===== config.mk =====
export PLATFORM = sky130hd
export DESIGN_NAME = alu_bus_sequencer
export DESIGN_NICKNAME = d
export VERILOG_FILES = /design/src/rtl/alu_bus_pkg.sv /design/src/rtl/alu_bus_sequencer.sv
export SDC_FILE = /design/constraint.sdc
export NUM_CORES = 1
export LEC_CHECK = 0
export BUFFER_PORTS_ARGS = -buffer_cell sky130_fd_sc_hd__buf_2
export CELL_PAD_IN_SITES_DETAIL_PLACEMENT = 0
export CELL_PAD_IN_SITES_GLOBAL_PLACEMENT = 2
export CORE_UTILIZATION = 29
export CTS_CLUSTER_DIAMETER = 60
export DETAILED_ROUTE_END_ITERATION = 6
export PLACE_DENSITY_LB_ADDON = 0.1
export SLEW_MARGIN = 10
export SYNTH_ARGS = -nofsm -noshare
export SYNTH_HDL_FRONTEND = slang
export SYNTH_SLANG_ARGS = --single-unit
export TNS_END_PERCENT = 10

===== constraint.sdc =====
create_clock -name ALU_clock -period 3.9 [get_ports ALU_clock]
set_input_delay 0 -clock ALU_clock [delete_from_list [all_inputs] [get_ports ALU_clock]]
set_output_delay 0 -clock ALU_clock [all_outputs]
set_load 0.02 [all_outputs]

===== src/rtl/alu_bus_pkg.sv =====
// Shared definitions for the shared-bus ALU and its bus sequencer: opcodes,
// sequencer state encoding and the opcode-support check.
package alu_bus_pkg;

    localparam logic [3:0] OP_ADD  = 4'd1;
    localparam logic [3:0] OP_SUB  = 4'd2;
    localparam logic [3:0] OP_NOT  = 4'd3;
    localparam logic [3:0] OP_AND  = 4'd4;
    localparam logic [3:0] OP_OR   = 4'd5;
    localparam logic [3:0] OP_XOR  = 4'd6;
    localparam logic [3:0] OP_XNOR = 4'd7;

    typedef enum logic [2:0] {
        ST_IDLE   = 3'd0,
        ST_LOAD_A = 3'd1,
        ST_LOAD_B = 3'd2,
        ST_EXEC   = 3'd3,
        ST_DONE   = 3'd4
    } seq_state_t;

    function automatic logic is_supported_op(input logic [3:0] op);
        return (op >= OP_ADD) && (op <= OP_XNOR);
    endfunction

endpackage


===== src/rtl/alu_bus_sequencer.sv =====
// Sequences one ALU op over the shared bus; accept-to-rsp_valid is 3+SETTLE (binary), 2+SETTLE (NOT), 1 (bad op).
// Backpressure: req_ready only in IDLE; result held in DONE until rsp_ready.
module alu_bus_sequencer
    import alu_bus_pkg::*;
#(
    parameter int WIDTH         = 16,
    parameter int SETTLE_CYCLES = 1
) (
    input  logic             ALU_clock,
    input  logic             reset,
    input  logic             req_valid,
    output logic             req_ready,
    input  logic [3:0]       req_op,
    input  logic [WIDTH-1:0] req_a,
    input  logic [WIDTH-1:0] req_b,
    output logic             rsp_valid,
    input  logic             rsp_ready,
    output logic [WIDTH-1:0] rsp_result,
    output logic             rsp_err,
    output logic [WIDTH-1:0] bus_data_o,
    output logic             bus_drive_en,
    input  logic [WIDTH-1:0] bus_data_i,
    output logic             alu_latch1_en,
    output logic             alu_latch2_en,
    output logic [3:0]       alu_control,
    output logic             alu_out_en,
    output logic             alu_reset
);

    localparam logic [3:0] SETTLE_LAST = 4'(SETTLE_CYCLES - 1);

    seq_state_t       state;
    logic [3:0]       op_q;
    logic [WIDTH-1:0] a_q;
    logic [WIDTH-1:0] b_q;
    logic [3:0]       settle_cnt;

    always_ff @(posedge ALU_clock) begin
        if (reset) begin
            state      <= ST_IDLE;
            op_q       <= '0;
            a_q        <= '0;
            b_q        <= '0;
            settle_cnt <= '0;
            rsp_result <= '0;
            rsp_err    <= 1'b0;
        end else begin
            case (state)
                ST_IDLE: begin
                    if (req_valid) begin
                        op_q <= req_op;
                        a_q  <= req_a;
                        b_q  <= req_b;
                        if (is_supported_op(req_op)) begin
                            state <= ST_LOAD_A;
                        end else begin
                            // Rejected ops never touch the bus.
                            state      <= ST_DONE;
                            rsp_err    <= 1'b1;
                            rsp_result <= '0;
                        end
                    end
                end
                ST_LOAD_A: begin
                    settle_cnt <= '0;
                    state      <= (op_q == OP_NOT) ? ST_EXEC : ST_LOAD_B;
                end
                ST_LOAD_B: begin
                    settle_cnt <= '0;
                    state      <= ST_EXEC;
                end
                ST_EXEC: begin
                    if (settle_cnt == SETTLE_LAST) begin
                        rsp_result <= bus_data_i;
                        rsp_err    <= 1'b0;
                        state      <= ST_DONE;
                    end else begin
                        settle_cnt <= settle_cnt + 4'd1;
                    end
                end
                ST_DONE: begin
                    if (rsp_ready) state <= ST_IDLE;
                end
                default: state <= ST_IDLE;
            endcase
        end
    end

    // Strobes are forced low while reset is held, even before the state clears.
    always_comb begin
        bus_drive_en  = 1'b0;
        bus_data_o    = '0;
        alu_latch1_en = 1'b0;
        alu_latch2_en = 1'b0;
        alu_control   = '0;
        alu_out_en    = 1'b0;
        if (!reset) begin
            case (state)
                ST_LOAD_A: begin
                    bus_drive_en  = 1'b1;
                    bus_data_o    = a_q;
                    alu_latch1_en = 1'b1;
                end
                ST_LOAD_B: begin
                    bus_drive_en  = 1'b1;
                    bus_data_o    = b_q;
                    alu_latch2_en = 1'b1;
                end
                ST_EXEC: begin
                    alu_control = op_q;
                    alu_out_en  = 1'b1;
                end
                default: ;
            endcase
        end
    end

    assign req_ready = !reset && (state == ST_IDLE);
    assign rsp_valid = !reset && (state == ST_DONE);
    assign alu_reset = reset;

endmodule


Word-level counts from Yosys, hierarchy flattened:

Index checks and enable logic that the tools add are counted.

* logic and storage cells: 61
* bits of input ports: 56
* bits in registers: 60
* output and inout bits: 44

* $add $sub $neg: 1
* equality and inequality tests: 10
* reductions and logical operators: 13
* $lt $le $gt $ge: 2
* mux-type cells: 28

Operators by type and width (number)
* 16-bit two-way mux: 4
* 16-bit one-hot mux with 2 select lines: 2
* 3-bit one-hot mux with 5 select lines: 1
* 1-bit two-way mux: 12
* 3-bit two-way mux: 4
* 4-bit two-way mux: 3
* 2-bit != test (second input constant): 5
* 4-bit one-hot mux with 2 select lines: 1
* 3-bit by 2-bit equality test with 1-bit output (second input constant): 2
* 4-bit by 1-bit adder with 4-bit output (second input constant): 1
* 4-bit by 2-bit equality test with 1-bit output (second input constant): 1
* 4-bit by 1-bit >= comparator with 1-bit output (second input constant): 1
* 4-bit by 3-bit less-or-equal comparator with 1-bit output (second input constant): 1
* 4-bit logical NOT: 1
* 2-bit AND reduction: 2
* 4-bit AND reduction: 1
* 2-bit nonzero test: 2
* 3-bit by 1-bit equality test with 1-bit output (second input constant): 1
* 3-bit equality test (second input constant): 1
* 1-bit logical AND: 3
* 3-bit logical NOT: 1
* 3-bit AND reduction: 1
* 1-bit one-hot mux with 2 select lines: 1
* 2-bit OR reduction: 1
* 1-bit logical NOT: 1

Depth between registers and ports, before layout:

Gate-level depths: netlist (run 1).

* depth after elaboration: 5
* gate-level depth with buffers: 7
* gate-level depth less buffers: 6

Worst setup path before layout (run 1):

OpenSTA, ideal clock, no wires.

* path kind: register to register
* start point: register state[0]
* end point: register rsp_result[0]
* cell stages (with the launch flop): 7
* path buffers: 2
* arrival time: 1.448 ns
* path slack: 2.335 ns
* period minus slack after synthesis: 1.565 ns
* cells stage by stage: dfxtp_1 buf_2 nor4b_4 o21ai_2 nand2_1 buf_4 a2bb2oi_2

* cells in the longest elaborated chain, start to end: 3
* elaborated cells between the ends (all ways): 8

RTL lines
* from (decl): line alu_bus_sequencer.sv:32 `seq_state_t state;`
* from (signal assigned): line alu_bus_sequencer.sv:66 `state <= (op_q == OP_NOT) ? ST_EXEC : ST_LOAD_B;`
* 3-bit by 2-bit equality test with 1-bit output or 3-bit logical NOT (tied branches): line alu_bus_sequencer.sv:48 `case (state)`
* 2-bit != test (no line) or 2-bit nonzero test (tied branches)
* 4-bit AND reduction (no line)
* to (signal assigned): line alu_bus_sequencer.sv:74 `rsp_result <= bus_data_i;`
* to (decl): line alu_bus_sequencer.sv:18 `output logic [WIDTH-1:0] rsp_result,`

Several ways; a longest one is shown, not always the timed one.
A chain may end at the register's enable or synchronous reset.

Final worst setup path (run 1):

* start point: register state[2]
* end point: register rsp_result[4]

Same word-level chain as after synthesis.

==> results.sh, run 1 <==
export IMPL_start_util_pct=30.5
export IMPL_syn_avg_cell_area_um2=8.56
export IMPL_netlist_area_leader_share_pct=46.9
export IMPL_cts_resized=0
export IMPL_path_clk_slew_ns=0.07
export IMPL_row_count=33
export IMPL_worst_slew_pin_slew_ns=1.06
export IMPL_hp_start="req_valid"
export IMPL_synthCells=299
export IMPL_die_h_um=95.9
export IMPL_async_reset_ff_share_pct=0
export IMPL_routed_wl_um=7340
export IMPL_grt_first_pass_wirelength_um=11700
export IMPL_io_buffers=99
export IMPL_p_per_area_nw_per_um2=381
export IMPL_grt_pass1_vias=2475
export IMPL_drt_pass1_iterations=4
export IMPL_crit_chain="nor4b_4 -> buf_4 -> o21ai_2 -> nand2_1 -> a2bb2oi_1"
export IMPL_ys_top_cells_by_count="nand2_1 (94), dfxtp_1 (60), a21oi_1 (38), a22o_1 (16), clkbuf_1 (14)"
export IMPL_status="finished, final reports clean"
export IMPL_clk_path_buf_depth=2
export IMPL_cellLeakagePower_nw=1.65
export IMPL_maxCapViolations=0
export IMPL_skew_ns=0.00710
export IMPL_cts_tree="done"
export IMPL_regToRegStartpoint="state[2]"
export IMPL_synth_seq_cells=60
export IMPL_slowest_stage="nand2_1"
export IMPL_post_route_util_pct=45.5
export IMPL_rr_worst_depth=5
export IMPL_syn_area_um2=2560
export IMPL_gp_congestion=0.690
export IMPL_grt_util_met3_pct=6.08
export IMPL_h_tree_depth=3
export IMPL_critical_path_class="flop to flop"
export IMPL_critPathCaptureType="flop"
export IMPL_use_met1_pct=20.5
export IMPL_vias=2546
export IMPL_grt_start_max_net_pins=55
export IMPL_grtUsageMet2_pct=27.7
export IMPL_num_antenna_cells=0
export IMPL_vias_per_cell=4.60
export IMPL_numCtsBuffers=9
export IMPL_synthTopCellsByArea="dfxtp_1 (47%), nand2_1 (14%), a21oi_1 (7.4%)"
export IMPL_die_area_um2=9200
export IMPL_synth_edff_count=0
export IMPL_grt_busiest_layer="met2"
export IMPL_antenna_found_initial=0
export IMPL_ant_nets=0
export IMPL_route_detailed_drc=0
export IMPL_die_w_um=95.9
export IMPL_io_pins=100
export IMPL_synth_warning_count=0
export IMPL_finalSetupViolCount=0
export IMPL_seq_area_frac_synth_pct=46.9
export IMPL_cts_sinks=60
export IMPL_ir_drop_mv=0.167
export IMPL_ctsRootBufferMaster="clkbuf_8"
export IMPL_r2r_setup_slack_ns=1.79
export IMPL_final_net_count=502
export IMPL_arrival_ns=2.32
export IMPL_finalHoldViolations=0
export IMPL_max_slew_margin_pct=29.6
export IMPL_syn_to_final_growth_pct=48.9
export IMPL_cp_start_kind="flop"
export IMPL_rsz0062_at_grt="false"
export IMPL_hold_class="input pin to flop"
export IMPL_slowest_delay_ns=0.53
export IMPL_wl_per_cell_um=13.3
export IMPL_core_area_um2=8380
export IMPL_dpl_hpwl_um=4490
export IMPL_crit_path_max_fanout=37
export IMPL_layout_drive_gt1_share_pct=30.1
export IMPL_worstPathRequired_ns=4.11
export IMPL_setup_tns_ns=0
export IMPL_holdPathStages=5
export IMPL_synth_largest_area_cell="dfxtp_1"
export IMPL_synthFlopType="dfxtp_1"
export IMPL_hold_path_end="state[0]"
export IMPL_ys_types=37
export IMPL_synth_nets=357
export IMPL_r2r_end="rsp_result[4]"
export IMPL_finalMaxSlewViolations=0
export IMPL_grt_ovfl_total=0
export IMPL_grt_usage_pct=16.9
export IMPL_fin_crit_sh_pct=54.2
export IMPL_clock_latency_ns=0.34
export IMPL_yosysMostFrequentCell="nand2_1"
export IMPL_startpoint="state[2]"
export IMPL_fin_crit_ns=2.11
export IMPL_drt_iter0_markers=83
export IMPL_fmax_ghz=0.473
## worst max path at each step
| stage | slack (ns) | cells after the start | to |
|---|---|---|---|
| 2_1_floorplan | 2.33 | 6 | rsp_result[0] |
| 3_3_place_gp | 1.83 | 5 | rsp_result[4] |
| 3_5_place_dp | 1.76 | 5 | rsp_result[4] |
| 4_1_cts | 1.48 | 4 | alu_control[3] |
| 5_1_grt | 1.59 | 5 | rsp_result[4] |
| 6_report | 1.79 | 5 | rsp_result[4] |
## metrics by stage
stage | cells | area, um^2 | worst slack, ns | power, mW | hold slack [ns]
after floorplan | 299 | 2560 | 2.33 | 0.867 | 0.113
after detailed placement | 485 | 3120 | 1.76 | 0.952 | 0.245
after CTS | 553 | 3800 | 1.48 | 1.48 | 0.109
final | 553 | 3810 | 1.79 | 1.45 | 0.111
after global routing | 553 | 3810 | 1.59 | 1.54 | 0.182
after global placement | 485 | 3120 | 1.83 | 0.950 | 0.239
## state kept, by name (all words and copies together) (netlist names)
name and count:
a_q 16, rsp_result 16, state 3, rsp_err 1
settle_cnt 4, op_q 4, b_q 16
## cell families after synthesis
logic type / count (synthesis) / synth area share [%]
and+or+nand+nor: 131 / 23.2
AOI/OAI and AO/OA: 76 / 22.4
adders and majority gates: 2 / 0.978
xor gates and xnor gates: 1 / 0.342
muxes: 4 / 1.56
DFF: 60 / 46.9
buffers and inverters: 25 / 4.50
## routing by layer
layer  wire length [um]  up-vias
met5                  0        -
met4                 82        0
met3                390        7
met2               3490       64
met1               3380     1169
li1                   -     1306
## critical path, delay by kind of cell, from the launching register on
kind                   cells  cell delay [ns]
DFF                        1             0.47
AOI/OAI and AO/OA          2             0.31
buffers and inverters      1             0.41
and+or+nand+nor            2             0.79
## timing repair
action	in CTS	in global routing
hold endpoints to repair	53	0
hold buffers	53	0
buffers inserted	0	0
## where the power goes
part           switching, mW  internal [mW]  leakage (nW)  total [mW]
Combinational          0.147          0.133          1.08       0.281
Sequential            0.0332          0.661         0.491       0.694
Clock                  0.253          0.223        0.0779       0.476
Total                  0.433           1.02          1.65        1.45
## cells in the final DEF (no fill, tap or decap), types with 2 or more instances in the layout
cell type and count:
clkinv_2 3, buf_2 99, clkbuf_8 9, a2bb2oi_2 10, and2_1 4, dfxtp_1 60, nor3_1 6, dlygate4sd3_1 53
nand3b_1 2, ha_1 2, nand3_1 2, clkinvlp_4 2, inv_1 3, buf_4 4, a21oi_1 38, o21ai_0 2
a22o_1 16, a2bb2oi_1 3, nand2_1 94, nand2b_1 6, nor3_2 2, mux2i_1 4, nor2_1 6
## layout make-up
class	count	area [um^2]
clock buffers	10	128
clock inverters	5	30.0
fillers	865	4570
inverters	3	11.3
multi-input cells	214	1250
flip-flops and latches	60	1200
well taps	105	131
repair buffers	156	1060
No activity file was read; power rests on OpenSTA's default activity.
==> inputs of run 2 (changes only) <==
- ABC_AREA: default -> 1
- CORE_UTILIZATION: 29 -> 23
- clock period: 3.9 -> 1.9 ns (I/O delays scaled with it)
==> results.sh, run 2 <==
export IMPL_cts_tree="done"
export IMPL_grt_first_pass_wirelength_um=12500
export IMPL_slowest_stage="dfxtp_1"
export IMPL_max_slew_margin_pct=64.4
export IMPL_grt_start_max_net_pins=73
export IMPL_cts_sinks=60
export IMPL_critical_path_class="flop to output port"
export IMPL_ant_nets=0
export IMPL_fin_crit_ns=1.71
export IMPL_synth_nets=452
export IMPL_core_area_um2=11400
export IMPL_synth_largest_area_cell="dfxtp_1"
export IMPL_num_antenna_cells=0
export IMPL_synth_seq_cells=60
export IMPL_io_pins=100
export IMPL_skew_ns=0.00485
export IMPL_worstPathRequired_ns=1.90
export IMPL_reg_top3="a_q x16, b_q x16, rsp_result x16"
export IMPL_vias_per_cell=4.13
export IMPL_finalMaxSlewViolations=0
export IMPL_synthFlopType="dfxtp_1"
export IMPL_clk_path_buf_depth=2
export IMPL_row_count=39
export IMPL_hold_class="input pin to flop"
export IMPL_synth_warning_count=0
export IMPL_yosysMostFrequentCell="inv_1"
export IMPL_arrival_ns=1.71
export IMPL_numCtsBuffers=9
export IMPL_path_delay_family="buffers and inverters"
export IMPL_syn_area_um2=2690
export IMPL_clock_latency_ns=0.33
export IMPL_vias=2788
export IMPL_routed_wl_um=7790
export IMPL_grt_ovfl_total=0
export IMPL_status="finished, final reports clean"
export IMPL_final_common_cell="buf_2"
export IMPL_grt_usage_pct=13.7
export IMPL_rsz0062_at_grt="false"
export IMPL_netlist_area_leader_share_pct=44.7
export IMPL_dpl_hpwl_um=4980
export IMPL_worst_slew_pin_slew_ns=0.535
export IMPL_drt_iter0_markers=131
export IMPL_ctsRootBufferMaster="clkbuf_16"
export IMPL_async_reset_ff_share_pct=0
export IMPL_grt_pass1_vias=2572
export IMPL_synthTopCellsByArea="dfxtp_1 (45%), inv_1 (10%), a21oi_1 (8.6%)"
export IMPL_maxCapViolations=0
export IMPL_post_route_util_pct=35.2
export IMPL_h_tree_depth=3
export IMPL_antenna_found_initial=0
export IMPL_multi_input_comb_area_um2=1100
export IMPL_layout_drive_gt1_share_pct=23.5
export IMPL_setup_ws_ns=0.189
export IMPL_drt_pass1_iterations=6
export IMPL_syn_avg_cell_area_um2=6.82
export IMPL_cp_start_kind="flop"
export IMPL_route_detailed_drc=0
export IMPL_slowest_delay_ns=0.38
export IMPL_setup_tns_ns=0
export IMPL_finalSetupViolCount=0
export IMPL_path_clk_slew_ns=0.05
export IMPL_fill_cells=1274
export IMPL_die_w_um=110
export IMPL_seq_area_frac_synth_pct=44.7
export IMPL_finalHoldViolations=0
export IMPL_ys_top_cells_by_count="inv_1 (75), dfxtp_1 (60), nand2_1 (59), nor2_1 (57), a21oi_1 (46)"
export IMPL_synth_edff_count=0
export IMPL_post_cts_buffers=0
export IMPL_cp_num_buf_inv=3
export IMPL_synthCells=394
export IMPL_crit_path_max_fanout=17
export IMPL_die_area_um2=12100
export IMPL_crit_chain="inv_2 -> nand3_1 -> nor2_2 -> inv_4 -> o22ai_1 -> buf_2"
export IMPL_ys_types=24
export IMPL_fin_crit_sh_pct=90.0
export IMPL_p_per_area_nw_per_um2=1120
export IMPL_final_net_count=585
export IMPL_final_cell_mix="buf_2 (99), inv_1 (75), dfxtp_1 (60)"
export IMPL_cellLeakagePower_nw=2.00
export IMPL_wl_per_cell_um=11.5
export IMPL_syn_to_final_growth_pct=49.6
export IMPL_gp_congestion=0.718
export IMPL_ir_drop_mv=0.477
export IMPL_io_buffers=99
export IMPL_ff_latch_area_um2=1200
export IMPL_post_place_ws_ns=0.315
export IMPL_start_util_pct=23.5
export IMPL_critPathCaptureType="output port"
export IMPL_fmax_ghz=0.585
export IMPL_die_h_um=110
run 2: changes by cell type in the layout (fill, tap and decap cells not counted), moves of 9 or more:
cell / delta
clkbuf_16: +9
inv_1: +72
nand2_1: -35
o22ai_1: +16
dlygate4sd3_1: -15
o21ai_0: +36
a2bb2oi_2: -10
nor2_1: +50
a22o_1: -16
run 2: cell type report:
class                   count  share of cell area [%]
clock inverters             4                    1.81
multi-input cells         236                    27.4
flip-flops and latches     60                    29.9
well taps                 143                    4.45
inverters                  79                    7.44
clock buffers              12                    6.13
repair buffers            141                    22.9
run 2: routing by layer:
metal  global-route usage, %  part of all wire (%)  routed length (um)
met4                    5.43                   1.6                 123
met2                    22.0                    44                3450
met5                       0                     0                   0
met1                    16.5                    47                3700
met3                    5.00                   6.6                 515
run 2: cell families after synthesis:
group | Yosys count | synth area share, %
fa+ha+maj | 2 | 0.931
xor+xnor | 1 | 0.326
flops | 60 | 44.7
buf+inv | 98 | 14.3
simple gates | 133 | 20.3
compound gates | 100 | 19.4
run 2: repair_timing:
| item | CTS | global route |
|---|---|---|
| setup endpoints to repair | 0 | 14 |
| hold buffers | 38 | 0 |
| endpoints found under the hold margin | 38 | 0 |
| gates resized for setup | 0 | 3 |
run 2: worst paths after layout:
check	start	to	slack, ns	depth (start not counted)
min reg2reg	rsp_err	rsp_err	0.44	2
max reg2reg	settle_cnt[0]	rsp_result[11]	0.35	9
min	rsp_ready	state[2]	0.001	3
max	state[2]	bus_data_o[14]	0.19	6
run 2: worst register-to-register path, stage by stage, from the launching register on:
cell     delay, ns
dfxtp_1       0.35
inv_1         0.07
ha_1          0.16
nand2_1       0.05
nor2_1        0.09
nand2_1       0.08
nand2_1       0.10
nand3_4       0.27
nor2_1        0.20
nor2_1        0.06
run 2: per-stage QoR:
step / power [mW] / hold slack (ns) / instances / cell area, um^2
after floorplan: 2.39 / 0.113 / 394 / 2690
final: 4.48 / 0.00138 / 675 / 4020
after CTS: 4.57 / 0.00185 / 675 / 4010
after global routing: 4.82 / 0.0141 / 675 / 4020
after detailed placement: 2.71 / 0.283 / 621 / 3310
after global placement: 2.70 / 0.276 / 621 / 3310
run 2: report_power, final:
| part | internal, mW | switching [mW] |
|---|---|---|
| registers | 1.49 | 0.0870 |
| clock network | 1.18 | 0.574 |
| logic | 0.412 | 0.735 |
==> inputs of run 3 (changes only) <==
- PLACE_DENSITY: default -> 0.75
- PLACE_DENSITY_LB_ADDON: 0.1 -> default
==> results.sh, run 3 (same netlist as run 2, synthesis figures left out) <==
export IMPL_status="finished, final reports clean"
export IMPL_clock_latency_ns=0.33
export IMPL_layout_drive_gt1_share_pct=24.2
export IMPL_vias=2828
export IMPL_ant_nets=0
export IMPL_setup_tns_ns=0
export IMPL_hold_class="input pin to flop"
export IMPL_post_route_util_pct=35.4
export IMPL_skew_ns=0.00714
export IMPL_vias_per_cell=4.18
export IMPL_p_per_area_nw_per_um2=1120
export IMPL_finalSetupViolCount=0
export IMPL_r2r_setup_slack_ns=0.39
export IMPL_drt_iter0_markers=93
export IMPL_post_place_ws_ns=0.365
export IMPL_fin_hold_ws_ns=0.000193
export IMPL_finalNonFillerCells=676
export IMPL_rr_worst_depth=10
export IMPL_route_detailed_drc=0
export IMPL_dpl_hpwl_um=5120
export IMPL_arrival_ns=1.73
export IMPL_antenna_found_initial=0
export IMPL_critical_path_class="flop to output port"
export IMPL_drt_pass1_iterations=4
export IMPL_grt_first_pass_wirelength_um=12300
export IMPL_rsz0062_at_grt="false"
export IMPL_clk_path_buf_depth=2
export IMPL_io_buffers=99
export IMPL_routed_wl_um=7580
export IMPL_die_area_um2=12100
export IMPL_hp_start="reset"
export IMPL_die_h_um=110
export IMPL_grt_pass1_vias=2729
export IMPL_regToRegStartpoint="settle_cnt[0]"
export IMPL_start_util_pct=23.5
export IMPL_grt_usage_pct=13.2
export IMPL_numCtsBuffers=9
export IMPL_r2r_end="rsp_result[14]"
export IMPL_ir_drop_mv=0.481
export IMPL_wl_per_cell_um=11.2
export IMPL_final_common_cell="buf_2"
export IMPL_fin_crit_sh_pct=90.9
export IMPL_grt_ovfl_total=0
export IMPL_h_tree_depth=3
export IMPL_worst_slew_pin_slew_ns=0.406
export IMPL_p_total_mw=4.54
export IMPL_path_clk_slew_ns=0.05
export IMPL_cp_start_kind="flop"
export IMPL_setup_ws_ns=0.173
export IMPL_hold_path_end="state[1]"
export IMPL_fmax_ghz=0.579
export IMPL_cts_sinks=60
export IMPL_worstPathRequired_ns=1.90
export IMPL_stdcell_area_um2=4050
export IMPL_row_count=39
export IMPL_ctsRootBufferMaster="clkbuf_16"
export IMPL_io_pins=100
export IMPL_crit_path_max_fanout=17
export IMPL_die_w_um=110
export IMPL_cellLeakagePower_nw=2.01
export IMPL_cts_tree="done"
export IMPL_gp_congestion=0.700
export IMPL_placed_cells=623
export IMPL_max_slew_margin_pct=72.8
export IMPL_final_cell_mix="buf_2 (99), inv_1 (75), dfxtp_1 (60)"
export IMPL_holdPathStages=2
export IMPL_finalMaxSlewViolations=0
export IMPL_critPathCaptureType="output port"
export IMPL_syn_to_final_growth_pct=50.6
export IMPL_finalHoldViolations=0
export IMPL_core_area_um2=11400
export IMPL_num_antenna_cells=0
export IMPL_fin_crit_ns=1.73
export IMPL_maxCapViolations=0
export IMPL_final_net_count=586
export IMPL_place_area_um2=3330
export IMPL_grt_start_max_net_pins=59
export IMPL_reg_top3="a_q x16, b_q x16, rsp_result x16"
==> run 3: worst max-delay path by stage <==
stage,slack [ns],endpoint,startpoint,depth (start not counted)
floorplan,0.33,bus_data_o[10],state[2],6
global placement,0.42,rsp_result[2],settle_cnt[0],9
detailed placement,0.37,rsp_result[0],settle_cnt[0],9
CTS,0.09,bus_data_o[15],state[2],6
global route,0.02,bus_data_o[12],state[2],6
finish,0.17,bus_data_o[8],state[2],6
==> run 3: layout make-up <==
type                       count  area, um^2
tap                          143         179
sequential                    60        1200
timing repair buffer         142         923
multi-input combinational    236        1110
clock inverter                 5        83.8
clock buffer                  11         253
inverter                      79         299
fill                        1232        7370
==> run 3: what timing repair did <==
action | 4_1_cts | 5_1_grt
hold buffers | 37 | 0
buffers inserted | 0 | 0
resized for setup | 0 | 3
setup endpoints to repair | 0 | 2
endpoints found under the hold margin | 37 | 0
==> run 3: per-layer routing <==
layer,global-route usage [%],wire length (um),vias to the layer above
met3,3.47,505,10
met2,21.0,3240,85
met5,0,0,-
met1,16.6,3710,1238
met4,6.19,121,0
li1,-,-,1495
==> run 3: power breakdown <==
part | leakage, nW | internal [mW] | total (mW) | switching (mW)
Combinational | 1.36 | 0.418 | 1.15 | 0.727
Sequential | 0.495 | 1.49 | 1.58 | 0.0919
Clock | 0.158 | 1.22 | 1.81 | 0.592
Total | 2.01 | 3.13 | 4.54 | 1.41
==> run 3: critical path, stage by stage (launching register included) <==
cell and delay [ns]:
dfxtp_1 0.37, inv_2 0.09, nand3_1 0.16, nor2_1 0.25, inv_4 0.16, o22ai_1 0.17, buf_2 0.20
